`config.mk`:
```
export PLATFORM = sky130hd
export DESIGN_NAME = l0_seq_ctrl
export DESIGN_NICKNAME = d
export VERILOG_FILES = /design/src/rtl/l0_seq_ctrl.sv
export SDC_FILE = /design/constraint.sdc
export NUM_CORES = 1
export LEC_CHECK = 0
export CORE_ASPECT_RATIO = 0.6
export CORE_MARGIN = 4
export CORE_UTILIZATION = 35
export CTS_CLUSTER_SIZE = 16
export DETAILED_ROUTE_END_ITERATION = 16
export DONT_BUFFER_PORTS = 1
export PLACE_DENSITY = 0.51
export SETUP_SLACK_MARGIN = 0.05
export SYNTH_ARGS = -nofsm -noshare
export SYNTH_HDL_FRONTEND = slang
export SYNTH_SLANG_ARGS = --single-unit
```
`constraint.sdc`:
```
create_clock -name clk -period 3.2 [get_ports clk]
set_clock_uncertainty 0.05 [all_clocks]
set_input_delay 0 -clock clk [delete_from_list [all_inputs] [get_ports clk]]
set_output_delay 0 -clock clk [all_outputs]
set_load 0.01 [all_outputs]
```
`src/rtl/l0_seq_ctrl.sv`:
```
// l0_seq_ctrl: sequences one activation tile from SRAM into the 8-row L0
// buffer, then holds the L0 read request for exactly len cycles so every row
// FIFO pops the whole tile into the array. All outputs are registered.
//
// state  | meaning
// -------+-----------------------------------------------------------------
// IDLE   | waiting for start; latches base_addr/len
// FILL   | issuing SRAM reads (one per cycle while l0_ready), writes follow
// WAITWR | all reads issued; waiting for the last write into L0
// DRAIN  | l0_rd held high for exactly len cycles
// FLUSH  | l0_rd low for ROW cycles while the L0 read-enable ramp empties
// DONE   | one-cycle done pulse, then back to IDLE
module l0_seq_ctrl #(
  parameter int ROW    = 8,
  parameter int ADDR_W = 11,
  parameter int LEN_W  = 7,
  parameter int DEPTH  = 64
) (
  input  logic              clk,
  input  logic              reset,
  input  logic              start,
  input  logic [ADDR_W-1:0] base_addr,
  input  logic [LEN_W-1:0]  len,
  output logic              busy,
  output logic              done,
  output logic              sram_cen,
  output logic              sram_wen,
  output logic [ADDR_W-1:0] sram_addr,
  output logic              l0_wr,
  output logic              l0_rd,
  input  logic              l0_ready,
  input  logic              l0_full,
  output logic              ovf_err
);

  localparam int FL_W = $clog2(ROW + 1);

  typedef enum logic [2:0] {
    S_IDLE, S_FILL, S_WAITWR, S_DRAIN, S_FLUSH, S_DONE
  } state_t;

  state_t              state_q, state_d;
  logic [ADDR_W-1:0]   base_q, base_d;
  logic [LEN_W-1:0]    len_q, len_d;
  logic [LEN_W-1:0]    iss_cnt_q, iss_cnt_d;
  logic [LEN_W-1:0]    wr_cnt_q, wr_cnt_d;
  logic [LEN_W-1:0]    rd_cnt_q, rd_cnt_d;
  logic [FL_W-1:0]     fl_cnt_q, fl_cnt_d;
  logic                busy_q, busy_d;
  logic                done_q, done_d;
  logic                cen_q, cen_d;
  logic [ADDR_W-1:0]   addr_q, addr_d;
  logic                wr_q, wr_d;
  logic                rd_q, rd_d;
  logic                ovf_q, ovf_d;

  // Next-state, counter and registered-output computation.
  always_comb begin
    state_d   = state_q;
    base_d    = base_q;
    len_d     = len_q;
    iss_cnt_d = iss_cnt_q;
    rd_cnt_d  = rd_cnt_q;
    fl_cnt_d  = fl_cnt_q;
    addr_d    = addr_q;
    done_d    = 1'b0;
    cen_d     = 1'b1;
    rd_d      = 1'b0;
    // SRAM data returns one cycle after a cen-low cycle; the write strobe is
    // that read's valid bit, so in-flight reads land even if l0_ready drops.
    wr_d      = ~cen_q;
    wr_cnt_d  = wr_cnt_q + LEN_W'(wr_q);
    ovf_d     = ovf_q | (wr_q & l0_full);

    unique case (state_q)
      S_IDLE: begin
        if (start) begin
          if (len != '0) begin
            base_d    = base_addr;
            // An over-long tile would overflow the row FIFOs; clamp it.
            len_d     = (len > LEN_W'(DEPTH)) ? LEN_W'(DEPTH) : len;
            iss_cnt_d = '0;
            wr_cnt_d  = '0;
            rd_cnt_d  = '0;
            state_d   = S_FILL;
          end else begin
            done_d  = 1'b1;
            state_d = S_DONE;
          end
        end
      end
      S_FILL: begin
        if (l0_ready && (iss_cnt_q < len_q)) begin
          cen_d     = 1'b0;
          addr_d    = base_q + ADDR_W'(iss_cnt_q);
          iss_cnt_d = iss_cnt_q + 1'b1;
          if (iss_cnt_d == len_q) state_d = S_WAITWR;
        end
      end
      S_WAITWR: begin
        // Start reading the cycle right after the last write lands.
        if (wr_cnt_d == len_q) begin
          rd_d    = 1'b1;
          state_d = S_DRAIN;
        end
      end
      S_DRAIN: begin
        rd_cnt_d = rd_cnt_q + 1'b1;
        if (rd_cnt_d < len_q) begin
          rd_d = 1'b1;
        end else begin
          fl_cnt_d = FL_W'(ROW - 1);
          state_d  = S_FLUSH;
        end
      end
      S_FLUSH: begin
        if (fl_cnt_q == '0) begin
          done_d  = 1'b1;
          state_d = S_DONE;
        end else begin
          fl_cnt_d = fl_cnt_q - 1'b1;
        end
      end
      S_DONE: begin
        state_d = S_IDLE;
      end
      default: begin
        state_d = S_IDLE;
      end
    endcase

    busy_d = (state_d != S_IDLE);
  end

  // State, counters and output registers with synchronous reset.
  always_ff @(posedge clk) begin
    if (reset) begin
      state_q   <= S_IDLE;
      base_q    <= '0;
      len_q     <= '0;
      iss_cnt_q <= '0;
      wr_cnt_q  <= '0;
      rd_cnt_q  <= '0;
      fl_cnt_q  <= '0;
      busy_q    <= 1'b0;
      done_q    <= 1'b0;
      cen_q     <= 1'b1;
      addr_q    <= '0;
      wr_q      <= 1'b0;
      rd_q      <= 1'b0;
      ovf_q     <= 1'b0;
    end else begin
      state_q   <= state_d;
      base_q    <= base_d;
      len_q     <= len_d;
      iss_cnt_q <= iss_cnt_d;
      wr_cnt_q  <= wr_cnt_d;
      rd_cnt_q  <= rd_cnt_d;
      fl_cnt_q  <= fl_cnt_d;
      busy_q    <= busy_d;
      done_q    <= done_d;
      cen_q     <= cen_d;
      addr_q    <= addr_d;
      wr_q      <= wr_d;
      rd_q      <= rd_d;
      ovf_q     <= ovf_d;
    end
  end

  assign busy      = busy_q;
  assign done      = done_q;
  assign sram_cen  = cen_q;
  assign sram_wen  = 1'b1;
  assign sram_addr = addr_q;
  assign l0_wr     = wr_q;
  assign l0_rd     = rd_q;
  assign ovf_err   = ovf_q;

endmodule

```
Word-level counts from Yosys, hierarchy flattened
Cells that the tools add are included.
{"block": "totals", "output_inout_bits": 18, "inputBits": 23, "wordCells": 79, "regBits": 63}
{"block": "classes", "bitwise": 4, "n_addsub": 5, "reduce_logical": 14, "magnitude_cmp": 3, "muxes": 28, "n_eq_ne": 11}
{"cell": "$mux 7", "n": 7}
{"cell": "$pmux 7 s2", "n": 2}
{"cell": "$mux 3", "n": 7}
{"cell": "$pmux 3 s5", "n": 1}
{"cell": "$add 7x1->7 const B", "n": 2}
{"cell": "$eq 7x7->1", "n": 2}
{"cell": "$lt 7x7->1", "n": 2}
{"cell": "$add 11x7->11", "n": 1}
{"cell": "$ne 2x2->1 const B", "n": 5}
{"cell": "$reduce_and 3->1", "n": 3}
{"cell": "$mux 4", "n": 2}
{"cell": "$pmux 4 s2", "n": 1}
{"cell": "$add 7x1->7", "n": 1}
{"cell": "$gt 7x7->1 const B", "n": 1}
{"cell": "$reduce_bool 7->1", "n": 1}
{"cell": "$eq 3x2->1 const B", "n": 2}
{"cell": "$mux 1", "n": 6}
{"cell": "$reduce_bool 2->1", "n": 3}
{"cell": "$logic_not 4->1", "n": 1}
{"cell": "$pmux 1 s2", "n": 2}
{"cell": "$reduce_and 4->1", "n": 1}
{"cell": "$sub 4x1->4 const B", "n": 1}
{"cell": "$eq 3x1->1 const B", "n": 1}
{"cell": "$eq 3x3->1 const B", "n": 1}
{"cell": "8 further kinds", "n": 9}

Longest topological paths before layout
Gate-level depths: netlist of the first run.
{"block": "depth", "depth_word": 6, "depth_mapped": 10, "mapped_depth_nobuf": 10}

Least setup slack after synthesis of the first run
OpenSTA, ideal clock, no wires.
{"block": "synth_path", "path_kind": "reg2reg", "from": "reg rd_cnt_q[0]", "to": "reg fl_cnt_q[1]", "t_required_ns": 3.059, "setup_time_ns": 0.091, "path_stages_with_launch": 11, "setup_slack_ns": 0.860, "period_less_slack_ns": 2.340, "n_path_buf": 0, "arrival_time_ns": 2.199, "path_cell_list": "dfxtp_1 ha_1 and3_1 nand3_1 xnor2_1 ha_1 o21ai_0 a221o_1 a21oi_1 nor2_1 a311oi_1"}
{"block": "synth_via", "elab_chain_len": 4}
{"item": "from (decl)", "line_no": "47", "source": "logic [LEN_W-1:0] rd_cnt_q, rd_cnt_d;"}
{"item": "from (signal assigned)", "line_no": "158", "source": "rd_cnt_q <= rd_cnt_d;"}
{"item": "$add 7x1->7", "line_no": "108", "source": "rd_cnt_d = rd_cnt_q + 1'b1;"}
{"item": "$lt 7x7->1", "line_no": "109", "source": "if (rd_cnt_d < len_q) begin"}
{"item": "$ne 2x2->1 (no line)"}
{"item": "$reduce_and 3->1 (no line)"}
{"item": "to (signal assigned)", "line_no": "159", "source": "fl_cnt_q <= fl_cnt_d;"}
{"item": "to (decl)", "line_no": "48", "source": "logic [FL_W-1:0] fl_cnt_q, fl_cnt_d;"}
No other way between the ends.
A chain may end at the register's enable or synchronous reset.

Worst setup path in the final report of the first run
{"block": "layout_path", "from": "reg len_q[5]", "to": "reg addr_q[6] (netlist: sram_addr[6])"}
{"block": "layout_via", "elab_chain_len": 3}
{"item": "from (decl)", "line_no": "44", "source": "logic [LEN_W-1:0] len_q, len_d;"}
{"item": "from (signal assigned)", "line_no": "155", "source": "len_q <= len_d;"}
{"item": "$lt 7x7->1", "line_no": "93", "source": "if (l0_ready && (iss_cnt_q < len_q)) begin"}
{"item": "$logic_and 1x1->1", "line_no": "93"}
{"item": "$reduce_and 2->1 (no line)"}
{"item": "to (signal assigned)", "line_no": "163", "source": "addr_q <= addr_d;"}
{"item": "to (decl)", "line_no": "52", "source": "logic [ADDR_W-1:0] addr_q, addr_d;"}
No other way between the ends.

==> reports/qor.yml, run 1 <==
power_and_ir_drop:
  irDropWorstVdd_mv: 0.286
  power.leakage_nw: 1.61
  pwr_density_cell_nw_per_um2: 500
worst_setup_path:
  critical_path_peak_fanout: 17
  worstReg2RegEnd: "sram_addr[6]"
  crit_path_cell_trace: "inv_1, ha_1, nand2_1, o2111ai_1, or3_1, or2_1, o32ai_1"
  critical_path_required_ns: 3.39
  worst_setup_path_end_kind: "register"
  cp_slowest_stage_delay_ns: 0.67
  r2r_cells: 7
  setup.worst_path.class: "register to register"
  cp_data_arrival_time_ns: 2.83
  critPathLaunchType: "register"
  regToRegStartpoint: "len_q[5]"
  critical_path.slowest_cell: "or3_1"
  r2r_setup_slack_ns: 0.56
drt:
  drt_drc_violations_left: 0
  drtAntennaViolNets: 0
  wl_per_cell_um: 15.7
  drt-total-wl_um: 9400
  drt_iter0_drc: 155
  firstDrtPassIters: 4
  drt-vias-per-instance: 5.10
  routed-via-count: 3051
sta:
  tns_ns: 0
  max_slew_margin: 0.583
  final.period_utilization: 0.825
  hold_violations: 0
  worst_pin_slew_ns: 0.625
  grt_setup_unrepaired: "false"
  setup-violations-final: 0
  slew_viol_final: 0
  final_period_minus_worst_setup_slack_ns: 2.64
  max_freq_mhz: 379
min_path:
  timing.hold.worst.class: "input pin to register"
  cell_count_of_the_worst_hold_path: 3
  hold_path_startpoint: "len[5]"
  timing.hold.worst_endpoint: "wr_cnt_q[0]"
cts:
  tritoncts: "yes"
  clk_path_buf_depth: 2
  worst_skew_late_latency_ns: 0.33
  cts.repair.resized: 0
  h-tree-depth: 3
  clkSinkCount: 63
  cts_root_buffer: "clkbuf_16"
  cts.reportedPaths.clkPinSlew_ns: 0.05
  numCtsBuffers: 9
outcome:
  outcome: "completed"
place:
  place_area_um2: 3720
  dpl.hpwl_um: 6830
  finalWeightedCongestion: 0.815
  io_buffer_count: 0
cells_and_area:
  final_core_utilization: 0.436
  stdcell_area_um2: 4330
  num-nets-final: 507
  antenna-diode-count: 0
  area_delta_synth_final_pct: 20.7
  layout-drive-gt1-share: 0.0842
  n_fill_cell: 990
yosys:
  ys_seq_area_frac: 0.352
  syn_area_per_cell_um2: 8.26
  ys_types: 58
  synth.cell_area_um2: 3580
  postSynth.asyncResetShare: 0
  total_of_flip_flops_plus_latches_after_synthesis: 63
  synth_warn: 0
  synth-edff-count: 0
  synth-main-ff-cell: "dfxtp_1"
  synthesis.nets: 483
  synthesis.instances: 434
die:
  initial_utilization: 0.362
  placeableCoreArea_um2: 9910
  num_rows: 28
  ioPinCount: 41
  die_w_um: 139
  floorplan.die.height_um: 86.4
  design.die.area_um2: 12000
global_routing:
  first_global_vias: 2974
  grt.overflow.total: 0
  grt_max_degree: 59
  antenna_found_initial: 0
  grt_first_pass_wirelength_um: 15800
  grt.total_usage: 0.167
job:
  max-cap-violations: 0
[Yosys cell counts (3+ instances only)]
cell	instances	share of area
nor3_1	6	0.0084
buf_2	7	0.0098
or3_1	10	0.017
nor2b_1	5	0.0087
inv_1	22	0.023
xnor2_1	21	0.051
nand3_1	22	0.031
nor3b_1	3	0.0063
or2_2	6	0.010
o211ai_1	4	0.0084
xor2_1	9	0.022
clkbuf_1	7	0.0073
and3_1	7	0.012
nor2_1	32	0.034
nand3b_1	6	0.013
nand2_1	56	0.059
dfxtp_1	63	0.35
o21ai_0	13	0.018
ha_1	25	0.087
a21oi_1	49	0.068
a211oi_1	4	0.0084
o21a_1	7	0.015
[state kept, by name (all words and copies together), names as in the netlist]
| register | flops |
|---|---|
| base_q | 11 |
| sram_addr | 11 |
| iss_cnt_q | 7 |
| len_q | 7 |
| rd_cnt_q | 7 |
| wr_cnt_q | 7 |
| fl_cnt_q | 4 |
| state_q | 3 |
| busy | 1 |
| done | 1 |
| l0_rd | 1 |
| l0_wr | 1 |
| ovf_err | 1 |
| sram_cen | 1 |
[repair_timing]
| action | in CTS | in global routing |
|---|---|---|
| hold endpoints to repair | 58 | 0 |
| setup buffers | 0 | 0 |
| hold buffers | 24 | 0 |
[per-layer routing]
layer,global-route usage,share of wire
met1,0.255,0.55
met2,0.217,0.37
met3,0.0540,0.069
met4,0.0506,0.013
met5,0,0
[where the power goes]
group | internal, mW | total (mW) | switching, mW
Combinational | 0.0834 | 0.194 | 0.110
Sequential | 0.806 | 0.835 | 0.0292
Clock | 0.778 | 1.13 | 0.354
[worst max-delay path, delay by kind of cell, from the launching register on]
| family | cells | cell delay (ns) |
|---|---|---|
| and+or+nand+nor | 3 | 1.07 |
| DFF | 1 | 0.48 |
| AOI/OAI and AO/OA | 2 | 0.44 |
| adders and majority gates | 1 | 0.34 |
| buffers and inverters | 1 | 0.18 |
[cells by family after synthesis]
logic type               after synthesis  synth area share
XOR/XNOR                              30            0.0733
buffers and inverters                 38            0.0443
multiplexers                           1           0.00314
other                                  1           0.00105
AO/OA/AOI/OAI                        104             0.191
flip-flops                            63             0.352
adder cells (fa/ha/maj)               26            0.0928
AND/OR/NAND/NOR                      171             0.242
[final cells by class]
class,count,area (um^2),share of cell area
Inverter,22,82.6,0.0191
Clock buffer,10,239,0.0553
Timing Repair Buffer,29,295,0.0683
Clock inverter,6,108,0.0249
Sequential cell,63,1260,0.292
Tap cell,135,169,0.0391
Multi-Input combinational cell,333,2170,0.502
[stage by stage]
| stage | total power, mW | hold WS [ns] | worst slack (ns) | std cells |
|---|---|---|---|---|
| finish | 2.16 | 0.0414 | 0.561 | 598 |
| detailed placement | 1.00 | 0.0276 | 0.561 | 558 |
| CTS | 2.19 | 0.0261 | 0.546 | 598 |
| global route | 2.25 | 0.0783 | 0.330 | 598 |
| floorplan | 0.969 | 0.0703 | 0.860 | 434 |
| global placement | 1.00 | 0.0258 | 0.580 | 558 |
[cell usage in the layout, fill, tap and decap left out, drive strengths merged, types with 7 or more instances in the layout]
master        n
a21oi        49
and3          7
clkbuf       10
dfxtp        63
dlygate4sd3  23
ha           25
inv          22
nand2        57
nand3        22
nor2         33
nor3          8
o21a          7
o21ai        13
or2           7
or3          10
xnor2        21
xor2          9
[worst max-delay path by stage]
stage / start / endpoint / slack [ns] / depth (start not counted)
after global routing: rd_cnt_q[0] / busy / 0.33 / 10
final: len_q[5] / sram_addr[6] / 0.56 / 7
after global placement: len_q[5] / sram_addr[6] / 0.58 / 7
after detailed placement: len_q[5] / sram_addr[6] / 0.56 / 7
after floorplan: rd_cnt_q[0] / fl_cnt_q[1] / 0.86 / 10
after CTS: rd_cnt_q[0] / busy / 0.55 / 10
No activity file was read; power rests on OpenSTA's default activity.
==> run 2: changes to the inputs <==
- PLACE_DENSITY: 0.51 -> 0.53
- clock period: 3.2 -> 2.1 ns (I/O delays scaled with it)
==> run 2 against run 1 <==
  * The run now ends with negative setup slack left
  * Setup slack lost 0.84 ns
  * Final area grew 19%
  * Combinational power grew 120%
  * Worst hold slack gained 0.0089 ns
  * Highest routed layer unchanged
==> reports/qor.yml, run 2 (synthesis gave the netlist of run 1 again) <==
outcome:
  outcome: "finished with violations"
  failed_checks: "negative setup slack"
place:
  io_buffer_count: 0
  dpl.hpwl_um: 7770
  finalWeightedCongestion: 0.890
  place_area_um2: 4130
die:
  floorplan.die.height_um: 86.4
  design.die.area_um2: 12000
  die_w_um: 139
  ioPinCount: 41
  num_rows: 28
  placeableCoreArea_um2: 9910
  initial_utilization: 0.362
worst_setup_path:
  critPathLaunchType: "register"
  critical_path.slowest_cell: "a221o_1"
  critical_path_peak_fanout: 4
  cp_slowest_stage_delay_ns: 0.39
  worst_setup_path_end_kind: "register"
  setup.worst_path.class: "register to register"
  critPathMostFrequentCell: "ha_4"
  cp_data_arrival_time_ns: 2.58
  worst_path_dominant_cell_family: "compound AO/OA/AOI/OAI gates"
  critical_path_required_ns: 2.30
  crit_path_cell_trace: "ha_4, and3_4, nand3_2, xnor2_2, ha_4, o21ai_2, a221o_1, a211oi_2, xnor2_1, a211oi_1"
  timing.critical_path.buf_inv: 0
cells_and_area:
  area_delta_synth_final_pct: 43.1
  stdcell_area_um2: 5130
  final_cell_mix: "62 x buf_4, 55 x nand2_1, 48 x dfxtp_1"
  num-nets-final: 567
  layout-drive-gt1-share: 0.325
  final_core_utilization: 0.517
  n_fill_cell: 894
  final_common_cell: "buf_4"
  antenna-diode-count: 0
global_routing:
  antenna_found_initial: 0
  grt_first_pass_wirelength_um: 17400
  grt_max_degree: 59
  grt.total_usage: 0.188
  grt.overflow.total: 0
  first_global_vias: 3203
sta:
  worst_pin_slew_ns: 0.574
  hold_violations: 0
  finalWorstSetupSlack_ns: -0.278
  grt_setup_unrepaired: "true"
  max_slew_margin: 0.618
  final.period_utilization: 1.13
  max_freq_mhz: 421
  final_period_minus_worst_setup_slack_ns: 2.38
  tns_ns: -1.14
  slew_viol_final: 0
  setup-violations-final: 7
cts:
  cts_root_buffer: "clkbuf_16"
  clkSinkCount: 63
  worst_skew_late_latency_ns: 0.34
  clk_path_buf_depth: 2
  cts.reportedPaths.clkPinSlew_ns: 0.05
  tritoncts: "yes"
  h-tree-depth: 3
  numCtsBuffers: 9
power_and_ir_drop:
  p_int_mw: 2.28
  combinationalPowerShare: 0.138
  p_switching_mw: 0.822
  clock_power_share: 0.455
  power_switching_share: 0.265
  irDropWorstVdd_mv: 0.428
  power.leakage_nw: 1.96
  pwr_density_cell_nw_per_um2: 605
  design_power_total_mw: 3.10
  share_seq_of_total_power: 0.407
drt:
  drt_drc_violations_left: 0
  drt-total-wl_um: 11300
  wl_per_cell_um: 17.1
  drt-vias-per-instance: 5.25
  drt_iter0_drc: 262
  drtAntennaViolNets: 0
  firstDrtPassIters: 5
  routed-via-count: 3453
job:
  max-cap-violations: 0
min_path:
  timing.hold.worst.class: "input pin to register"
## run 2: stage by stage
| stage | std cells | hold WS (ns) | setup WS, ns |
|---|---|---|---|
| finish | 658 | 0.0503 | -0.278 |
| global route | 658 | 0.0657 | -0.379 |
| CTS | 650 | 0.0429 | -0.247 |
| detailed placement | 605 | 0.0245 | -0.289 |
| global placement | 605 | 0.0188 | -0.149 |
| floorplan | 434 | 0.0703 | -0.0940 |
## run 2: routing by layer
metal / wire, um / track usage
met1: 5940 / 0.276
met2: 4420 / 0.264
met3: 764 / 0.0590
met4: 129 / 0.0488
met5: 0 / 0
## run 2: final cells by class
class | count | area [um^2] | share of cell area
repair buffers | 89 | 762 | 0.149
clock inverters | 4 | 20.0 | 0.00390
well taps | 135 | 169 | 0.0329
inverters | 22 | 85.1 | 0.0166
flip-flops and latches | 63 | 1290 | 0.251
clock buffers | 12 | 256 | 0.0500
multi-input cells | 333 | 2550 | 0.497
## run 2: power groups by stage
stage | combinational, mW | clock [mW] | sequential, mW
detailed placement | 0.301 | 0 | 1.29
CTS | 0.392 | 1.44 | 1.26
global route | 0.469 | 1.49 | 1.27
floorplan | 0.202 | 0 | 1.28
global placement | 0.299 | 0 | 1.28
finish | 0.430 | 1.41 | 1.26
## run 2: worst paths after layout
path               startpoint          end  slack, ns  depth (start not counted)
setup / recovery  rd_cnt_q[1]  fl_cnt_q[3]      -0.28                         10
hold / removal         len[5]  rd_cnt_q[0]       0.05                          4
setup reg to reg  rd_cnt_q[1]  fl_cnt_q[3]      -0.28                         10
hold reg to reg      sram_cen        l0_wr       0.41                          1
## run 2: tightest hold or removal path, stage by stage
cell     delay (ns)
o41ai_4        0.12
nand2_2        0.10
mux2_2         0.15
nor2_1         0.03
## run 2: timing repair
item / in CTS / in global routing
gates cloned: 1 / 0
resized for setup: 40 / 40
setup endpoints to repair: 27 / 29
buffers inserted: 6 / 9
hold buffers: 22 / 0
endpoints found under the hold margin: 61 / 0
pin swaps: 30 / 30
==> run 3: changes to the inputs <==
- SETUP_SLACK_MARGIN: 0.05 -> unset
==> run 3 against run 2 <==
  * The run still ends with negative setup slack left
  * Highest routed layer unchanged
  * Non-clock buffer count shrank 3
  * Critical endpoint unchanged
  * Register-to-register slack worse by 0.05 ns
  * Count of clock-buffer cells in the layout grew 1
==> reports/qor.yml, run 3 (synthesis gave the netlist of run 1 again) <==
cells_and_area:
  final-instance-count-excl-fill: 655
  layout-drive-gt1-share: 0.302
  stdcell_area_um2: 5070
  final_common_cell: "buf_4"
  antenna-diode-count: 0
  final_cell_mix: "59 x buf_4, 56 x nand2_1, 49 x dfxtp_1"
  num-nets-final: 564
  area_delta_synth_final_pct: 41.3
cts:
  h-tree-depth: 3
  numCtsBuffers: 9
  clkSinkCount: 63
  cts_root_buffer: "clkbuf_16"
  worst_skew_late_latency_ns: 0.33
  clk_path_buf_depth: 2
  cts.reportedPaths.clkPinSlew_ns: 0.05
  tritoncts: "yes"
worst_setup_path:
  worst_setup_path_end_kind: "register"
  r2r_cells: 10
  critical_path_required_ns: 2.28
  regToRegStartpoint: "rd_cnt_q[1]"
  cp_data_arrival_time_ns: 2.61
  critical_path.slowest_cell: "a221o_1"
  setup.worst_path.class: "register to register"
  timing.critical_path.buf_inv: 0
  crit_path_cell_trace: "ha_4, and3_4, nand3_4, xnor2_2, ha_4, o21ai_2, a221o_1, a211oi_2, xnor2_1, a211oi_1"
  critPathMostFrequentCell: "ha_4"
  path_depth: 10
  r2r_setup_slack_ns: -0.33
  critical_path_peak_fanout: 4
  worstSetupStartpoint: "rd_cnt_q[1]"
  critPathLaunchType: "register"
  cp_slowest_stage_delay_ns: 0.40
  worst_path_dominant_cell_family: "compound AO/OA/AOI/OAI gates"
place:
  place_area_um2: 4120
  dp.cells: 605
  dpl.hpwl_um: 7680
  detailedPlace.worstSlack_ns: -0.262
  io_buffer_count: 0
  finalWeightedCongestion: 0.884
min_path:
  timing.hold.worst.class: "input pin to register"
  hold_path_startpoint: "len[5]"
  cell_count_of_the_worst_hold_path: 4
drt:
  firstDrtPassIters: 4
  drt-total-wl_um: 11000
  drt_iter0_drc: 159
  routed-via-count: 3423
  drtAntennaViolNets: 0
  drt-vias-per-instance: 5.23
  drt_drc_violations_left: 0
  wl_per_cell_um: 16.8
sta:
  hold_violations: 0
  grt_setup_unrepaired: "true"
  final_period_minus_worst_setup_slack_ns: 2.43
  worst_pin_slew_ns: 0.585
  finalWorstSetupSlack_ns: -0.333
  max_slew_margin: 0.609
  slew_viol_final: 0
  final.period_utilization: 1.16
  max_freq_mhz: 411
  setup-violations-final: 8
die:
  initial_utilization: 0.362
  die_w_um: 139
  ioPinCount: 41
  placeableCoreArea_um2: 9910
  num_rows: 28
  floorplan.die.height_um: 86.4
  design.die.area_um2: 12000
global_routing:
  grt.total_usage: 0.183
  antenna_found_initial: 0
  grt_max_degree: 59
  first_global_vias: 3260
  grt_first_pass_wirelength_um: 17400
  grt.overflow.total: 0
power_and_ir_drop:
  design_power_total_mw: 3.23
  irDropWorstVdd_mv: 0.395
  pwr_density_cell_nw_per_um2: 638
  power.leakage_nw: 1.94
job:
  max-cap-violations: 0
outcome:
  failed_checks: "negative setup slack"
  outcome: "finished with violations"
## run 3: cell type report
type | count | area (um^2)
repair buffers | 86 | 732
clock buffers | 13 | 270
well taps | 135 | 169
flip-flops and latches | 63 | 1290
multi-input cells | 333 | 2480
inverters | 22 | 82.6
fillers | 920 | 4850
clock inverters | 3 | 40.0
## run 3: repair_timing
action,4_1_cts,5_1_grt
resized for setup,26,47
pin swaps,18,25
hold buffers,23,0
setup buffers,6,6
hold endpoints to repair,62,0
setup endpoints to repair,24,29
cloned,0,1
## run 3: routing by layer
layer / global-route usage / routed length (um) / vias to the layer above
met4: 0.0400 / 95 / 0
met5: 0 / 0 / -
met1: 0.279 / 5570 / 1632
met3: 0.0584 / 950 / 9
li1: - / - / 1701
met2: 0.249 / 4380 / 81
## run 3: report_power, final
part           switching [mW]  leakage, nW  total (mW)  internal (mW)
Sequential             0.0375        0.518        1.26           1.23
Combinational           0.225         1.27       0.425          0.200
Clock                   0.533        0.156        1.54           1.01
Total                   0.796         1.94        3.23           2.44
## run 3: final timing paths
path / to
worst max-delay path: fl_cnt_q[3]
worst min-delay path: rd_cnt_q[0]
worst max register to register: fl_cnt_q[3]
worst min register to register: l0_wr
## run 3: through the flow
| stage | setup TNS, ns | hold slack [ns] | utilization |
|---|---|---|---|
| 3_3_place_gp | -1.94 | 0.0187 | 0.415 |
| 4_1_cts | -1.28 | 0.0346 | 0.488 |
| 5_1_grt | -2.44 | 0.0800 | 0.511 |
| 2_1_floorplan | -0.204 | 0.0703 | - |
| 6_report | -1.52 | 0.0587 | 0.511 |
| 3_5_place_dp | -2.76 | 0.0223 | 0.415 |
## run 3: worst register-to-register path, stage by stage (launching register included)
cell and delay, ns:
dfxtp_4 0.37, ha_4 0.15, and3_4 0.19, nand3_4 0.09
xnor2_2 0.18, ha_4 0.28, o21ai_2 0.05, a221o_1 0.40
a211oi_2 0.25, xnor2_1 0.11, a211oi_1 0.21
